**config.mk**
```make
export PLATFORM = sky130hd
export DESIGN_NAME = seven_seg_scan_controller
export DESIGN_NICKNAME = d
export VERILOG_FILES = /design/src/rtl/seven_seg_pkg.sv /design/src/rtl/seven_seg_prescaler.sv /design/src/rtl/seven_seg_scan_controller.sv
export SDC_FILE = /design/constraint.sdc
export NUM_CORES = 1
export LEC_CHECK = 0
export ABC_CLOCK_PERIOD_IN_PS = 2400
export CAP_MARGIN = 20
export CORE_MARGIN = 4
export CORE_UTILIZATION = 26
export CTS_BUF_LIST = sky130_fd_sc_hd__clkbuf_4
export CTS_CLUSTER_DIAMETER = 200
export DETAILED_ROUTE_END_ITERATION = 8
export SYNTH_ARGS = -nofsm -noshare
export SYNTH_HDL_FRONTEND = slang
export SYNTH_SLANG_ARGS = --single-unit
```
**constraint.sdc**
```tcl
create_clock -name clk -period 2.4 [get_ports clk]
set_input_delay 0.48 -clock clk [delete_from_list [all_inputs] [get_ports clk]]
set_output_delay 0.48 -clock clk [all_outputs]
set_load 0.01 [all_outputs]
```
**src/rtl/seven_seg_pkg.sv**
```systemverilog
// Shared types and constants for the four-digit seven-segment scan controller.
package seven_seg_pkg;

    localparam int DIGITS = 4;
    localparam int SLOT_W = 4;

    typedef enum logic [1:0] {
        SCAN0 = 2'd0,
        SCAN1 = 2'd1,
        SCAN2 = 2'd2,
        SCAN3 = 2'd3
    } scan_state_t;

    // True when every nibble at position idx and above is zero.
    function automatic logic upper_zero(input logic [15:0] v, input logic [1:0] idx);
        logic z;
        z = 1'b1;
        for (int j = 0; j < DIGITS; j++) begin
            if ((j >= int'(idx)) && (v[4*j +: 4] != 4'h0)) begin
                z = 1'b0;
            end
        end
        return z;
    endfunction

endpackage

```
**src/rtl/seven_seg_prescaler.sv**
```systemverilog
// Divides clk down to a single-cycle PWM tick every PRESCALE cycles.
module seven_seg_prescaler #(
    parameter int PRESCALE = 4
) (
    input  logic clk,
    input  logic reset_n,
    output logic tick
);

    localparam int CNT_W = (PRESCALE > 1) ? $clog2(PRESCALE) : 1;
    localparam logic [CNT_W-1:0] CNT_LAST = CNT_W'(PRESCALE - 1);

    logic [CNT_W-1:0] cnt_q;
    logic [CNT_W-1:0] cnt_d;

    always_comb begin
        tick  = (cnt_q == CNT_LAST);
        cnt_d = tick ? '0 : cnt_q + CNT_W'(1);
    end

    always_ff @(posedge clk or negedge reset_n) begin
        if (!reset_n) begin
            cnt_q <= '0;
        end else begin
            cnt_q <= cnt_d;
        end
    end

endmodule

```
**src/rtl/seven_seg_scan_controller.sv**
```systemverilog
// Multiplexed four-digit scan controller: double-buffered value, PWM brightness,
// leading-zero blanking, registered digit select / nibble / decimal point outputs.
module seven_seg_scan_controller
    import seven_seg_pkg::*;
#(
    parameter int PRESCALE        = 4,
    parameter int TICKS_PER_DIGIT = 16
) (
    input  logic        clk,
    input  logic        reset_n,
    input  logic [15:0] value,
    input  logic [3:0]  dp_mask,
    input  logic        value_valid,
    output logic        value_ready,
    input  logic [3:0]  brightness,
    input  logic        lz_blank,
    output logic [3:0]  select,
    output logic [3:0]  data,
    output logic        dp,
    output logic        frame_start
);

    localparam logic [SLOT_W-1:0] SLOT_LAST = SLOT_W'(TICKS_PER_DIGIT - 1);

    logic tick;

    scan_state_t state_q, state_d;
    logic [SLOT_W-1:0] slot_q, slot_d;
    logic [15:0] active_q, active_d;
    logic [3:0]  active_dp_q, active_dp_d;
    logic [15:0] pend_q, pend_d;
    logic [3:0]  pend_dp_q, pend_dp_d;
    logic        pend_full_q, pend_full_d;
    logic        boundary_q, boundary_d;
    logic [3:0]  select_q, select_d;
    logic [3:0]  data_q, data_d;
    logic        dp_q, dp_d;
    logic        frame_start_q, frame_start_d;

    logic        slot_end;
    logic        frame_end;
    logic        xfer;
    logic [1:0]  digit;
    logic        blank;
    logic        lit;

    seven_seg_prescaler #(
        .PRESCALE(PRESCALE)
    ) u_prescaler (
        .clk    (clk),
        .reset_n(reset_n),
        .tick   (tick)
    );

    always_comb begin
        slot_end  = tick && (slot_q == SLOT_LAST);
        frame_end = slot_end && (state_q == SCAN3);
        state_d   = state_q;
        if (slot_end) begin
            case (state_q)
                SCAN0:   state_d = SCAN1;
                SCAN1:   state_d = SCAN2;
                SCAN2:   state_d = SCAN3;
                SCAN3:   state_d = SCAN0;
                default: state_d = SCAN0;
            endcase
        end
    end

    always_ff @(posedge clk or negedge reset_n) begin
        if (!reset_n) begin
            state_q <= SCAN0;
        end else begin
            state_q <= state_d;
        end
    end

    // Pending buffer accepts only when empty; it drains into active at the frame boundary.
    always_comb begin
        value_ready = !pend_full_q;
        xfer        = value_valid && value_ready;
        slot_d      = tick ? slot_q + SLOT_W'(1) : slot_q;
        active_d    = active_q;
        active_dp_d = active_dp_q;
        pend_d      = pend_q;
        pend_dp_d   = pend_dp_q;
        pend_full_d = pend_full_q;
        if (frame_end && pend_full_q) begin
            active_d    = pend_q;
            active_dp_d = pend_dp_q;
            pend_full_d = 1'b0;
        end
        if (xfer) begin
            pend_d      = value;
            pend_dp_d   = dp_mask;
            pend_full_d = 1'b1;
        end
        boundary_d = frame_end;
    end

    // Output stage: registered one cycle behind slot/state so frame_start lines up with digit 0.
    always_comb begin
        digit         = state_q;
        blank         = lz_blank && (digit != 2'd0) && upper_zero(active_q, digit)
                        && !active_dp_q[digit];
        lit           = (slot_q < brightness) && !blank;
        select_d      = lit ? ~(4'b0001 << digit) : 4'b1111;
        data_d        = active_q[{digit, 2'b00} +: 4];
        dp_d          = active_dp_q[digit] && lit;
        frame_start_d = boundary_q;
    end

    always_ff @(posedge clk or negedge reset_n) begin
        if (!reset_n) begin
            slot_q        <= '0;
            active_q      <= '0;
            active_dp_q   <= '0;
            pend_q        <= '0;
            pend_dp_q     <= '0;
            pend_full_q   <= 1'b0;
            boundary_q    <= 1'b0;
            select_q      <= 4'b1111;
            data_q        <= '0;
            dp_q          <= 1'b0;
            frame_start_q <= 1'b0;
        end else begin
            slot_q        <= slot_d;
            active_q      <= active_d;
            active_dp_q   <= active_dp_d;
            pend_q        <= pend_d;
            pend_dp_q     <= pend_dp_d;
            pend_full_q   <= pend_full_d;
            boundary_q    <= boundary_d;
            select_q      <= select_d;
            data_q        <= data_d;
            dp_q          <= dp_d;
            frame_start_q <= frame_start_d;
        end
    end

    assign select      = select_q;
    assign data        = data_q;
    assign dp          = dp_q;
    assign frame_start = frame_start_q;

endmodule
```
==> run_results.csv <==
group,metric,value,unit
clocking,post_cts_resized,0,
synthesis,synth_top_area_share,0.5637,
grt,gr-usage-all-layers,0.08508,
worst_setup_path,crit_arrival,1.45,ns
timing,final_hold_viol_count,0,
timing,timing.slew.headroom,0.5040,
clocking,cts_tree,"yes",
grt,grt_pass1_vias,1431,
clocking,path_clk_slew,0.10,ns
synthesis,synth_area,2486,sq um
worst_setup_path,max_stage_delay,0.53,ns
worst_setup_path,cpMaxStageDelayCell,"clkdlybuf4s50_1",
routing,wl_per_cell,13.01,um
synthesis,ys_async_sr_fraction,1.000,
synthesis,syn_avg_cell_area,15.54,sq um
place,gp_congestion,0.7485,
floorplan,die_h,105.8,um
synthesis,synth_seq_cells,60,
clocking,numCtsBuffers,9,
final_layout,drive_above_1_share,0.3333,
power_and_ir_drop,ir_drop,0.2811,mV
synthesis,yosysTopAreaCell,"dfrtp_1",
routing,vias_per_cell,4.177,
synthesis,mappedNetlistNets,197,
routing,ant_nets,0,
clocking,root_buffer,"clkbuf_4",
flow_run,maxCapViolCount,0,
final_layout,syn2layout_area_growth,25.92,%
power_and_ir_drop,power,1.854,mW
floorplan,row_count,35,
synthesis,yosys-top-cells-area,"dfrtp_1 56%, mux2_2 19%, ha_1 4.5%, dfstp_2 4.2%, mux4_2 3.6%",
final_layout,fin_nets,243,
final_layout,postLayoutCellArea,3131,sq um
worst_setup_path,path_buf_inv,2,
clocking,clk_latency,0.39,ns
synthesis,ys.flop_type,"dfrtp_1",
hold_path,hold_path.class,"input pin to asynchronous set/reset pin",
clocking,cts_hold_buf,0,
timing,fmax,0.5186,GHz
grt,gr-usage-met1,0.1124,
place,placed_area,3007,sq um
place,pre_cts_slack,0.5060,ns
clocking,postCtsSetupBuffers,0,
timing,period_needed,1.928,ns
grt,use_met3,0.04042,
floorplan,die-area,11190,sq um
routing,wl,4409,um
timing,timing.final.ws_setup,0.4717,ns
floorplan,core,9284,sq um
routing,vias,1416,
clocking,cts.htree.levels,3,
worst_setup_path,cp_cell_sequence,"inv_1, clkdlybuf4s50_1",
synthesis,yosysWarnings,0,
floorplan,start_util,0.2678,
worst_setup_path,crit_fanout,4,
grt,grt_pass1_wl,7314,um
routing,drtIter0Drc,45,
timing,drv_slew,0,
timing,fin_skew,0.01739,ns
final_layout,n_antenna_cell,0,
timing,rsz0062_at_grt,"no",
routing,drc,0,
synthesis,ys_types,29,
synthesis,synth_edf_count,0,
worst_setup_path,cp-start-kind,"flip-flop",
synthesis,synth_seq_area_share,0.6059,
synthesis,syn_inst,160,
place,place_hpwl,3215,um
worst_setup_path,crit_type,"flip-flop to primary output",
grt,use_met2,0.1170,
grt,grt_antenna_before_repair,0,
floorplan,die_w,105.8,um
floorplan,pin_count,39,
outcome,outcome,"complete, no violations",
grt,gr-total-overflow,0,
timing,worstMarginPinSlew,0.7440,ns
timing,finalCritPeriodShare,0.8034,
power_and_ir_drop,powerDensity,592.1,nW/um^2
power_and_ir_drop,p_leak,1.403,nW
clocking,clockBufferDepth,2,
worst_setup_path,critPathRequiredTime,1.92,ns
final_layout,final_util,0.3372,
worst_setup_path,crit_family,"buffers and inverters",
timing,finalSetupViolations,0,
grt,grt_start_max_net_pins,61,
timing,fin_tns_setup,0,ns
final_layout,fillers,955,
grt,busiest_layer,"met2",
clocking,cts.sink_count,60,
worst_setup_path,setup.worst_path.end_class,"primary output",
routing,dr.pass1.iters,2,
place,io_buffer_count,38,
-- registers in the layout, summed over array words and instances (netlist names) --
signal	cells
dp	1
active_q	16
active_dp_q	4
digit	2
pend_q	16
data	4
slot_q	4
frame_start	1
select	4
pend_dp_q	4
pend_full_q	1
boundary_q	1
u_prescaler.cnt_q	2
-- cell usage in the layout, fill, tap and decap left out, types with 2 or more instances in the layout --
| cell | count |
|---|---|
| nand2_1 | 5 |
| dfrtp_1 | 56 |
| nand3_1 | 2 |
| nor2_1 | 3 |
| o21a_1 | 2 |
| mux2_2 | 42 |
| clkbuf_4 | 11 |
| clkinv_1 | 3 |
| xnor2_1 | 2 |
| inv_1 | 7 |
| dfstp_2 | 4 |
| buf_4 | 3 |
| clkdlybuf4s50_1 | 37 |
| ha_1 | 9 |
| nand2b_1 | 3 |
| a21oi_1 | 3 |
| mux4_2 | 4 |
-- worst reg2reg max path: stages, from the launching register on --
cell and delay, ns:
dfrtp_1 0.60, ha_1 0.26, inv_1 0.06, nor2_1 0.18, nand2_1 0.13, buf_4 0.24
mux2_2 0.30
-- routing by layer --
layer	vias up	wire length [um]
li1	666	-
met5	-	0
met2	36	1903
met3	10	277
met4	0	82
met1	704	2145
-- stage by stage --
step / hold WS [ns] / cells
floorplan: 0.1844 / 160
global route: 0.2771 / 339
detailed placement: 0.3516 / 324
CTS: 0.2417 / 339
global placement: 0.3412 / 324
finish: 0.2314 / 339
-- cell families after synthesis --
logic type,synth area share
buffers and inverters,0.02617
adders and majority gates,0.04530
DFF,0.6059
AOI/OAI and AO/OA,0.02667
and+or+nand+nor,0.04832
muxes,0.2370
xor gates and xnor gates,0.01057
-- report_power, final --
part           switching (mW)  leakage, nW  total [mW]  internal (mW)
clock network           0.333       0.0694       0.659          0.326
registers              0.0221        0.766        1.08           1.06
logic                  0.0407        0.568       0.116         0.0753
total                   0.396         1.40        1.85           1.46
-- Yosys cell counts, drive strengths merged, types with 3 or more instances --
library cell,n
a21oi,3
buf,4
dfrtp,56
dfstp,4
ha,9
inv,7
mux2,42
mux4,5
nand2,5
nand2b,3
nor2,3
-- layout make-up --
class                   count  area (sq um)  area share
repair buffers             41         397.9      0.1271
well taps                 129         161.4     0.05156
inverters                   7         26.28    0.008393
flip-flops and latches     60          1506      0.4812
clock buffers              11         82.58     0.02638
multi-input cells          87         914.6      0.2922
clock inverters             4         41.29     0.01319
-- worst paths after layout --
| path | cells after the start | endpoint | startpoint | slack (ns) |
|---|---|---|---|---|
| max | 2 | value_ready | pend_full_q$_DFFE_PN0P_ | 0.47 |
| min | 2 | slot_q[2]$_DFFE_PN0P_ | reset_n | 0.23 |
| max reg2reg | 6 | active_q[11]$_DFFE_PN0P_ | digit[0]$_DFFE_PN0P_ | 0.53 |
| min reg2reg | 0 | frame_start$_DFF_PN0_ | boundary_q$_DFF_PN0_ | 0.35 |
| max in group asynchronous | 2 | active_q[11]$_DFFE_PN0P_ | reset_n | 1.67 |
| min in group clk | 0 | frame_start$_DFF_PN0_ | boundary_q$_DFF_PN0_ | 0.35 |
(Power assumes the default switching activity.)
